### config.mk
export PLATFORM = sky130hd
export DESIGN_NAME = mips16_multicycle_core
export DESIGN_NICKNAME = d
export VERILOG_FILES = /design/src/rtl/mips16_pkg.sv /design/src/rtl/mips16_regfile.sv /design/src/rtl/mips16_multicycle_core.sv
export SDC_FILE = /design/constraint.sdc
export NUM_CORES = 1
export LEC_CHECK = 0
export BUFFER_PORTS_ARGS = -buffer_cell sky130_fd_sc_hd__buf_2
export CORE_MARGIN = 5
export CORE_UTILIZATION = 57
export DETAILED_ROUTE_END_ITERATION = 10
export GPL_TIMING_DRIVEN = 0
export PLACE_DENSITY = 0.82
export SYNTH_ARGS = -nofsm -noshare
export SYNTH_HDL_FRONTEND = slang
export SYNTH_SLANG_ARGS = --single-unit
### constraint.sdc
create_clock -name clk -period 10.26 [get_ports clk]
set_input_delay 0.513 -clock clk [delete_from_list [all_inputs] [get_ports clk]]
set_output_delay 0.513 -clock clk [all_outputs]
set_load 0.02 [all_outputs]
### src/rtl/mips16_pkg.sv
// mips16_pkg: opcodes and controller state type
// shared by the multi-cycle core and its register file
package mips16_pkg;

  localparam logic [3:0] OP_ADD  = 4'h0;
  localparam logic [3:0] OP_SUB  = 4'h1;
  localparam logic [3:0] OP_ADDI = 4'h2;
  localparam logic [3:0] OP_LW   = 4'h3;
  localparam logic [3:0] OP_SW   = 4'h4;
  localparam logic [3:0] OP_JUMP = 4'h5;
  localparam logic [3:0] OP_XOR  = 4'h6;
  localparam logic [3:0] OP_OR   = 4'h7;
  localparam logic [3:0] OP_BEQ  = 4'h8;
  localparam logic [3:0] OP_HALT = 4'hF;

  typedef enum logic [2:0] {
    ST_FETCH,
    ST_DECODE,
    ST_EXEC,
    ST_MEM,
    ST_WB,
    ST_HALT
  } state_t;

endpackage

### src/rtl/mips16_regfile.sv
// mips16_regfile: 2 async read ports, 1 sync write port
// r0 always reads zero and ignores writes
module mips16_regfile
  import mips16_pkg::*;
#(
  parameter int DATA_W = 16,
  parameter int NREGS  = 16
) (
  input  logic                     clk,
  input  logic                     rst,
  input  logic [$clog2(NREGS)-1:0] raddr_a,
  input  logic [$clog2(NREGS)-1:0] raddr_b,
  output logic [DATA_W-1:0]        rdata_a,
  output logic [DATA_W-1:0]        rdata_b,
  input  logic                     we,
  input  logic [$clog2(NREGS)-1:0] waddr,
  input  logic [DATA_W-1:0]        wdata
);

  logic [DATA_W-1:0] regs [NREGS];

  // register array, cleared by reset, r0 never written
  always_ff @(posedge clk or posedge rst) begin
    if (rst) begin
      for (int i = 0; i < NREGS; i++) regs[i] <= '0;
    end else if (we && waddr != '0) begin
      regs[waddr] <= wdata;
    end
  end

  assign rdata_a = (raddr_a == '0) ? '0 : regs[raddr_a];
  assign rdata_b = (raddr_b == '0) ? '0 : regs[raddr_b];

endmodule

### src/rtl/mips16_multicycle_core.sv
// mips16_multicycle_core: FETCH/DECODE/EXEC/MEM/WB controller
// sharing one req/ack memory port for fetch and data
module mips16_multicycle_core
  import mips16_pkg::*;
#(
  parameter int DATA_W = 16,
  parameter int ADDR_W = 8,
  parameter int NREGS  = 16
) (
  input  logic              clk,
  input  logic              rst,
  output logic              mem_req,
  output logic              mem_we,
  output logic [ADDR_W-1:0] mem_addr,
  output logic [DATA_W-1:0] mem_wdata,
  input  logic [DATA_W-1:0] mem_rdata,
  input  logic              mem_ack,
  output logic [ADDR_W-1:0] pc,
  output logic [DATA_W-1:0] alu_out,
  output logic              retire,
  output logic              halted,
  output logic              illegal_op
);

  localparam int RW = $clog2(NREGS);

  state_t state, state_nx;

  logic              run;
  logic              halt_done;
  logic [15:0]       ir;
  logic [3:0]        op;
  logic [RW-1:0]     fa, fs, fb, rb_sel;
  logic [DATA_W-1:0] opa, opb, mdr;
  logic [DATA_W-1:0] rd_a, rd_b;
  logic [DATA_W-1:0] alu_nx, wb_data, imm;
  logic [ADDR_W-1:0] npc, npc_nx;
  logic [ADDR_W-1:0] pc_inc, jtarget, off;
  logic              is_illegal, wr_en, rf_we;

  assign op = ir[15:12];
  assign fa = ir[8 +: RW];
  assign fs = ir[4 +: RW];
  assign fb = ir[0 +: RW];

  assign imm = {{(DATA_W-4){ir[3]}}, ir[3:0]};
  assign off = {{(ADDR_W-4){ir[3]}}, ir[3:0]};
  assign pc_inc = pc + ADDR_W'(1);

  if (ADDR_W <= 12) begin : g_jnarrow
    assign jtarget = ir[ADDR_W-1:0];
  end else begin : g_jwide
    assign jtarget = {{(ADDR_W-12){1'b0}}, ir[11:0]};
  end

  assign is_illegal = (op > OP_BEQ) && (op != OP_HALT);
  assign wr_en = op inside {OP_ADD, OP_SUB, OP_ADDI,
                            OP_LW, OP_XOR, OP_OR};

  // SW and BEQ need R[A] on the second port
  assign rb_sel = (op == OP_SW || op == OP_BEQ) ? fa : fb;
  assign rf_we = (state == ST_WB) && wr_en;
  assign wb_data = (op == OP_LW) ? mdr : alu_out;
  assign mem_wdata = opb;

  mips16_regfile #(
    .DATA_W(DATA_W),
    .NREGS (NREGS)
  ) u_regfile (
    .clk    (clk),
    .rst    (rst),
    .raddr_a(fs),
    .raddr_b(rb_sel),
    .rdata_a(rd_a),
    .rdata_b(rd_b),
    .we     (rf_we),
    .waddr  (fa),
    .wdata  (wb_data)
  );

  // ALU result and next pc, both resolved in EXEC
  always_comb begin
    alu_nx = '0;
    npc_nx = pc_inc;
    case (op)
      OP_ADD:  alu_nx = opa + opb;
      OP_SUB:  alu_nx = opa - opb;
      OP_ADDI,
      OP_LW,
      OP_SW:   alu_nx = opa + imm;
      OP_XOR:  alu_nx = opa ^ opb;
      OP_OR:   alu_nx = opa | opb;
      OP_JUMP: npc_nx = jtarget;
      OP_BEQ:  if (opa == opb) npc_nx = pc_inc + off;
      default: ;
    endcase
  end

  // controller state register
  always_ff @(posedge clk or posedge rst) begin
    if (rst) state <= ST_FETCH;
    else     state <= state_nx;
  end

  // next state and memory port; run holds off requests during reset
  always_comb begin
    state_nx = state;
    mem_req  = 1'b0;
    mem_we   = 1'b0;
    mem_addr = pc;
    retire   = 1'b0;
    halted   = 1'b0;
    unique case (state)
      ST_FETCH: begin
        mem_req = run;
        if (run && mem_ack) state_nx = ST_DECODE;
      end
      ST_DECODE: state_nx = ST_EXEC;
      ST_EXEC: begin
        if (op == OP_LW || op == OP_SW) state_nx = ST_MEM;
        else if (op == OP_HALT)         state_nx = ST_HALT;
        else                            state_nx = ST_WB;
      end
      ST_MEM: begin
        mem_req  = 1'b1;
        mem_we   = (op == OP_SW);
        mem_addr = alu_out[ADDR_W-1:0];
        if (mem_ack) state_nx = ST_WB;
      end
      ST_WB: begin
        retire   = 1'b1;
        state_nx = ST_FETCH;
      end
      ST_HALT: begin
        halted = 1'b1;
        retire = ~halt_done;
      end
      default: state_nx = ST_FETCH;
    endcase
  end

  // datapath registers loaded per controller state
  always_ff @(posedge clk or posedge rst) begin
    if (rst) begin
      run        <= 1'b0;
      halt_done  <= 1'b0;
      ir         <= '0;
      opa        <= '0;
      opb        <= '0;
      mdr        <= '0;
      alu_out    <= '0;
      npc        <= '0;
      pc         <= '0;
      illegal_op <= 1'b0;
    end else begin
      run <= 1'b1;
      case (state)
        ST_FETCH: if (run && mem_ack) ir <= mem_rdata[15:0];
        ST_DECODE: begin
          opa <= rd_a;
          opb <= rd_b;
        end
        ST_EXEC: begin
          alu_out <= alu_nx;
          npc     <= npc_nx;
          if (is_illegal) illegal_op <= 1'b1;
        end
        ST_MEM: if (mem_ack && op == OP_LW) mdr <= mem_rdata;
        ST_WB: pc <= npc;
        ST_HALT: halt_done <= 1'b1;
        default: ;
      endcase
    end
  end

endmodule

==> results_dict.tcl, run 1 <==
set metrics [dict create \
    status "complete, no violations" \
    setup_violations 0 \
    worstPathCellList "clkbuf_1 -> inv_1 -> o21ai_1 -> or2_2 -> clkbuf_1 -> nand2_1 -> ha_1 -> o21ai_0 -> a21oi_1 -> o21ai_0 -> a21oi_1 -> a21o_1 -> a211oi_1 -> or4_1 -> a31oi_1" \
    grt_max_degree 45 \
    synth.cell_area_mm2 0.01981 \
    cts_sinks 358 \
    period_share 0.4502 \
    synth_edf_count 0 \
    cpPeakStageDelay_ps 510 \
    rsz0062_at_grt "no" \
    nets 2113 \
    grt_antenna_before_repair 3 \
    p_comb_frac 0.508 \
    timing.rr.start "ir[15]" \
    cts_root_buf "clkbuf_16" \
    drc 0 \
    cts-resized-gates 0 \
    p_int_w 0.004026 \
    leakage_nw 9.687 \
    initial_core_util 0.5749 \
    rr_endpoint "alu_out[14]" \
    pin_count 72 \
    fin_setup_tns_ps 0 \
    synth_nets 1992 \
    yosysSeqAreaShare 0.4522 \
    r2r_setup_slack_ps 5640 \
    highest_layer "met5" \
    power_switching_w 0.003365 \
    p_sw_frac 0.4552 \
    dr.pass1.iters 6 \
    slew_headroom 0.08082 \
    core_mm2 0.03446 \
    grt_pass1_wl_um 105200 \
    power.density_mw_per_mm2 333.7 \
    syn2layout_area_growth_pct 11.80 \
    ys_warn_count 0 \
    cts.clk_slew.worst_paths_ps 60 \
    wl_per_cell_um 27.55 \
    die_h_um 196.4 \
    wl_met1_um 23250 \
    drtIter0Drc 2430 \
    cts_setup_buffers 0 \
    cts_tree "done" \
    drive_gt1_frac 0.1731 \
    setup.worst_path.start "ir[15]" \
    slowest_stage "o21ai_1" \
    nFillCells 2634 \
    end_kind "flip-flop" \
    post_drt_via_cell_ratio 6.846 \
    wl_met2_um 30800 \
    port_buffers 71 \
    synthArstFlopShare 1.000 \
    cts.path.max_buffers 3 \
    fp.dieW_um 196.4 \
    hold_viol 0 \
    ant_nets 0 \
    worst_slew_pin_slew_ps 1376 \
    yosysUniqueCellTypes 66 \
    synth_top_flop_cell "dfrtp_1" \
    grt_pass1_vias 17190 \
    dieArea_mm2 0.03858 \
    slew_violations 0 \
    power_frac_seq 0.304 \
    worst_ir_drop_vdd_mv 0.1915 \
    min_period_ps 4619 \
    fin_ws_ps 5641 \
    cp.arrival_ps 5110 \
    wl_met3_um 9119 \
    ys_ff_latch 358 \
    htree_levels 2 \
    power_frac_clock 0.188 \
    place_ws_ps 5756 \
    cts_buffers 40 \
    total_power_w 0.007391 \
    num_vias 17250 \
    worstPathMaxFanout 10 \
    totalWireLength_um 69400 \
    rows 68 \
    maxCapViolations 0 \
    cts_hold_buf 0 \
    overflow 0 \
    grt_use_total 0.3606 \
    place_hpwl_um 51180 \
    worst_setup_path_start_kind "flip-flop" \
    path_class "flip-flop to flip-flop" \
    clkLatencyLatePin_ps 570 \
    synth.avg_cell_area_um2 10.35 \
    cp.required_ps 10760 \
    hp-class "primary input to asynchronous set/reset pin" \
    routabilityCongestion 1.042 \
    fin_skew_ps 22.65 \
    fmax_mhz 216.5 \
    syn_inst 1915 \
    r2r_cells 15 \
]
-- registers in the layout (all words and copies together), names as in the netlist, 3 cells and up --
name            flops
alu_out            16
ir                 16
mdr                16
mem_wdata          16
npc                 8
opa                16
pc                  8
state               3
u_regfile.regs    256
-- area by class of cell --
type	count	area (um2)	share of cell area
clock buffers	61	1191	0.05378
repair buffers	79	515.5	0.02327
plain buffers	150	644.4	0.02909
clock inverters	7	53.80	0.002429
multi-input cells	1334	9935	0.4485
flip-flops and latches	358	8959	0.4045
inverters	73	277.8	0.01254
diodes	2	5.005	0.0002260
well taps	455	569.3	0.02570
-- worst max path at each step --
stage,slack (ps),to
final,5640,alu_out[14]
after CTS,5740,alu_out[14]
after global routing,5340,alu_out[14]
after detailed placement,5760,alu_out[14]
after floorplan,4950,alu_out[0]
after global placement,3090,alu_out[10]
-- power groups by stage --
stage	logic [W]	clock network, W	registers, W
final	0.00376	0.00139	0.00225
after floorplan	0.00250	0	0.00213
after CTS	0.00365	0.00139	0.00221
after global routing	0.00399	0.00145	0.00227
after global placement	0.00355	0	0.00221
after detailed placement	0.00363	0	0.00223
-- cell families after synthesis --
kind of cell	synth area share
and+or+nand+nor	0.1199
AOI/OAI and AO/OA	0.1405
DFF	0.4522
buffers and inverters	0.04636
muxes	0.1899
adders and majority gates	0.03777
xor gates and xnor gates	0.01320
other	0.0001893
-- stage by stage --
step	utilization	hold slack [ps]	instance area [um2]	instances
floorplan	-	424.6	19820	1915
global placement	0.6019	436.7	20740	2441
detailed placement	0.6065	444.2	20900	2449
CTS	0.6427	81.49	22150	2517
global route	0.6427	122.6	22150	2517
finish	0.6428	74.11	22150	2519
-- synth_stat cells, types with 13 or more instances --
library cell,n,area [um2]
nor2_1,171,641.9
mux2i_1,29,290.3
clkbuf_1,119,446.7
nor2b_1,15,93.84
a21oi_1,157,785.8
o22ai_1,21,131.4
o221ai_1,15,131.4
nand2_1,267,1002
o21ai_0,186,930.9
nor3_1,13,65.06
inv_1,73,274.0
nand3_1,26,130.1
xnor2_1,17,148.9
buf_2,17,85.08
mux4_2,128,2883
a31oi_1,21,131.4
mux2_2,49,551.8
ha_1,55,688.2
dfrtp_1,358,8959
-- metal layers --
metal / track usage / vias up
met5: 0 / -
met4: 0.2586 / 6
met3: 0.1164 / 346
met2: 0.5412 / 1408
met1: 0.4425 / 8363
li1: - / 7122
-- layout by cell type (no fill, tap or decap), types with 7 or more instances in the layout --
cell type | synthesis | routed
a21o_1 | 8 | 8
mux2i_1 | 29 | 29
buf_2 | 17 | 88
mux4_2 | 128 | 128
and3_1 | 9 | 9
dfrtp_1 | 358 | 358
nor3_1 | 13 | 13
o22ai_1 | 21 | 21
ha_1 | 55 | 55
clkbuf_8 | 0 | 9
buf_12 | 0 | 8
a21oi_1 | 157 | 157
mux2_2 | 49 | 49
inv_1 | 73 | 72
a221oi_1 | 10 | 10
clkbuf_1 | 119 | 130
a22o_1 | 11 | 11
nor4_1 | 9 | 9
nor2b_1 | 15 | 15
nand2_1 | 267 | 267
o221ai_1 | 15 | 15
nand3_1 | 26 | 26
nor2_1 | 171 | 171
xnor2_1 | 17 | 17
xor2_1 | 11 | 11
nand2b_1 | 9 | 9
a31oi_1 | 21 | 21
o21ai_0 | 186 | 185
clkbuf_16 | 0 | 41
a211oi_1 | 7 | 7
-- critical path, delay by kind of cell, from the launching register on --
| kind | cells | cell delay, ps |
|---|---|---|
| flip-flops | 1 | 420 |
| AO/OA/AOI/OAI | 8 | 1920 |
| AND/OR/NAND/NOR | 3 | 910 |
| buffers and inverters | 3 | 950 |
| adder cells (fa/ha/maj) | 1 | 350 |
Power figures use the tool's default switching activity.
==> run 2: changes to the inputs <==
clock period = 3.7 ns   (was 10.26 ns; I/O delays follow)
==> run 2 against run 1 <==
Flip-flop and latch count unchanged. Critical path depth down 9. Global-route usage up 0.063 points. First-iteration DRC count up 1.6%. Worst setup slack worse by 5600 ps. Sequential share of layout area down 0.45 points. Utilization up 0.72 points. Combinational power rose to 2.8 times the previous value. Clock skew down 0.81 ps. Worst hold slack better by 220 ps. Count of clock-buffer cells in the layout unchanged. Clock power rose to 2.8 times the previous value. Critical path type unchanged. Largest power group unchanged. Highest routed layer unchanged.
==> results_dict.tcl, run 2 (synthesis gave the netlist of run 1 again) <==
set metrics [dict create \
    cts_buffers 40 \
    drive_gt1_frac 0.1776 \
    grt_max_degree 45 \
    min_period_ps 3696 \
    fin_setup_tns_ps 0 \
    totalWireLength_um 69940 \
    leakage_nw 9.796 \
    cp.required_ps 4110 \
    nets 2134 \
    slew_headroom 0.1009 \
    setup_violations 0 \
    cts_root_buf "clkbuf_16" \
    cts.clk_slew.worst_paths_ps 60 \
    core_mm2 0.03446 \
    grt_pass1_wl_um 105300 \
    final_cell_mix "358 x dfrtp_1, 267 x nand2_1, 183 x o21ai_0" \
    period_share 0.9989 \
    worst_slew_pin_slew_ps 1346 \
    r2r_cells 6 \
    syn2layout_area_growth_pct 13.05 \
    routabilityCongestion 1.042 \
    wl_per_cell_um 27.56 \
    fin_cells 2538 \
    grt_use_total 0.3613 \
    worst_ir_drop_vdd_mv 0.5465 \
    fp.dieW_um 196.4 \
    status "complete, no violations" \
    slew_violations 0 \
    cts.path.max_buffers 3 \
    dr.pass1.iters 5 \
    top_register "u_regfile.regs" \
    cp.arrival_ps 4110 \
    grt_pass1_vias 17310 \
    worst_setup_path_start_kind "flip-flop" \
    grt_antenna_before_repair 3 \
    port_buffers 71 \
    num_vias 17420 \
    postLayoutCellArea_mm2 0.02240 \
    timing.rr.start "ir[14]" \
    ant_nets 0 \
    fin_skew_ps 21.84 \
    die_h_um 196.4 \
    final_common_cell "dfrtp_1" \
    pin_count 72 \
    drtIter0Drc 2470 \
    htree_levels 2 \
    diodes 0 \
    hp-class "primary input to asynchronous set/reset pin" \
    maxCapViolations 0 \
    worstPathMaxFanout 10 \
    placed_area_mm2 0.02090 \
    cts_tree "done" \
    nFillCells 2604 \
    dieArea_mm2 0.03858 \
    path_class "flip-flop to flip-flop" \
    fmax_mhz 270.6 \
    cts_sinks 358 \
    drc 0 \
    rows 68 \
    rr_endpoint "u_regfile.regs[112]" \
    overflow 0 \
    place_hpwl_um 51180 \
    post_drt_via_cell_ratio 6.864 \
    initial_core_util 0.5749 \
    power.density_mw_per_mm2 920.7 \
    clkLatencyLatePin_ps 570 \
    largest_reg_flops 256 \
    hold_viol 0 \
    r2r_setup_slack_ps 4 \
    end_kind "flip-flop" \
    dp_cells 2449 \
]
==> run 2: final cells by class <==
| cell class | count | area (um2) | area share |
|---|---|---|---|
| Clock inverter | 7 | 53.80 | 0.002402 |
| Timing Repair Buffer | 101 | 725.7 | 0.03240 |
| Clock buffer | 61 | 1191 | 0.05318 |
| Buffer | 149 | 645.6 | 0.02883 |
| Tap cell | 455 | 569.3 | 0.02542 |
| Inverter | 73 | 277.8 | 0.01240 |
| Multi-Input combinational cell | 1334 | 9976 | 0.4454 |
| Sequential cell | 358 | 8959 | 0.4000 |
==> run 2: power by group <==
group          switching (W)  internal [W]
clock                0.00163       0.00221
combinational        0.00650       0.00403
sequential           0.00127       0.00498
total                0.00940        0.0112
==> run 2: worst max path at each step <==
stage                 from                  end  slack, ps  depth (start not counted)
floorplan              rst           alu_out[0]      -1280                          1
global placement       rst          alu_out[10]      -3140                          2
detailed placement  ir[15]          alu_out[14]       -800                         15
CTS                 ir[15]          alu_out[14]         20                         15
global route        ir[14]          alu_out[14]       -120                         14
finish              ir[14]  u_regfile.regs[112]          4                          6
==> run 2: timing repair <==
action,4_1_cts,5_1_grt
gates cloned,0,0
pin swaps,1,1
hold buffers,18,0
endpoints found under the hold margin,59,0
setup buffers,2,2
setup endpoints to repair,12,10
gates resized for setup,4,12
==> run 2: routing by layer <==
layer | GRT usage | vias up | part of all wire
li1 | - | 7167 | -
met1 | 0.4420 | 8502 | 0.34
met2 | 0.5438 | 1386 | 0.44
met3 | 0.1159 | 359 | 0.13
met4 | 0.2596 | 6 | 0.089
met5 | 0 | - | 0.00057
==> run 2: metrics by stage <==
| step | power (W) | utilization | worst slack (ps) | hold WS (ps) |
|---|---|---|---|---|
| detailed placement | 0.01625 | 0.6065 | -804.4 | 333.5 |
| floorplan | 0.01282 | - | -1283 | 301.8 |
| CTS | 0.02015 | 0.6485 | 15.88 | 299.6 |
| global placement | 0.01596 | 0.6019 | -3140 | 403.5 |
| global route | 0.02150 | 0.6500 | -122.4 | 361.0 |
| finish | 0.02062 | 0.6500 | 3.906 | 293.5 |
==> run 2: worst max-delay path: stages, from the launching register on <==
cell and delay, ps:
dfrtp_1 440, clkbuf_1 260, nor3_2 720, buf_2 440, mux2i_1 870, clkbuf_1 590
o21ai_0 220
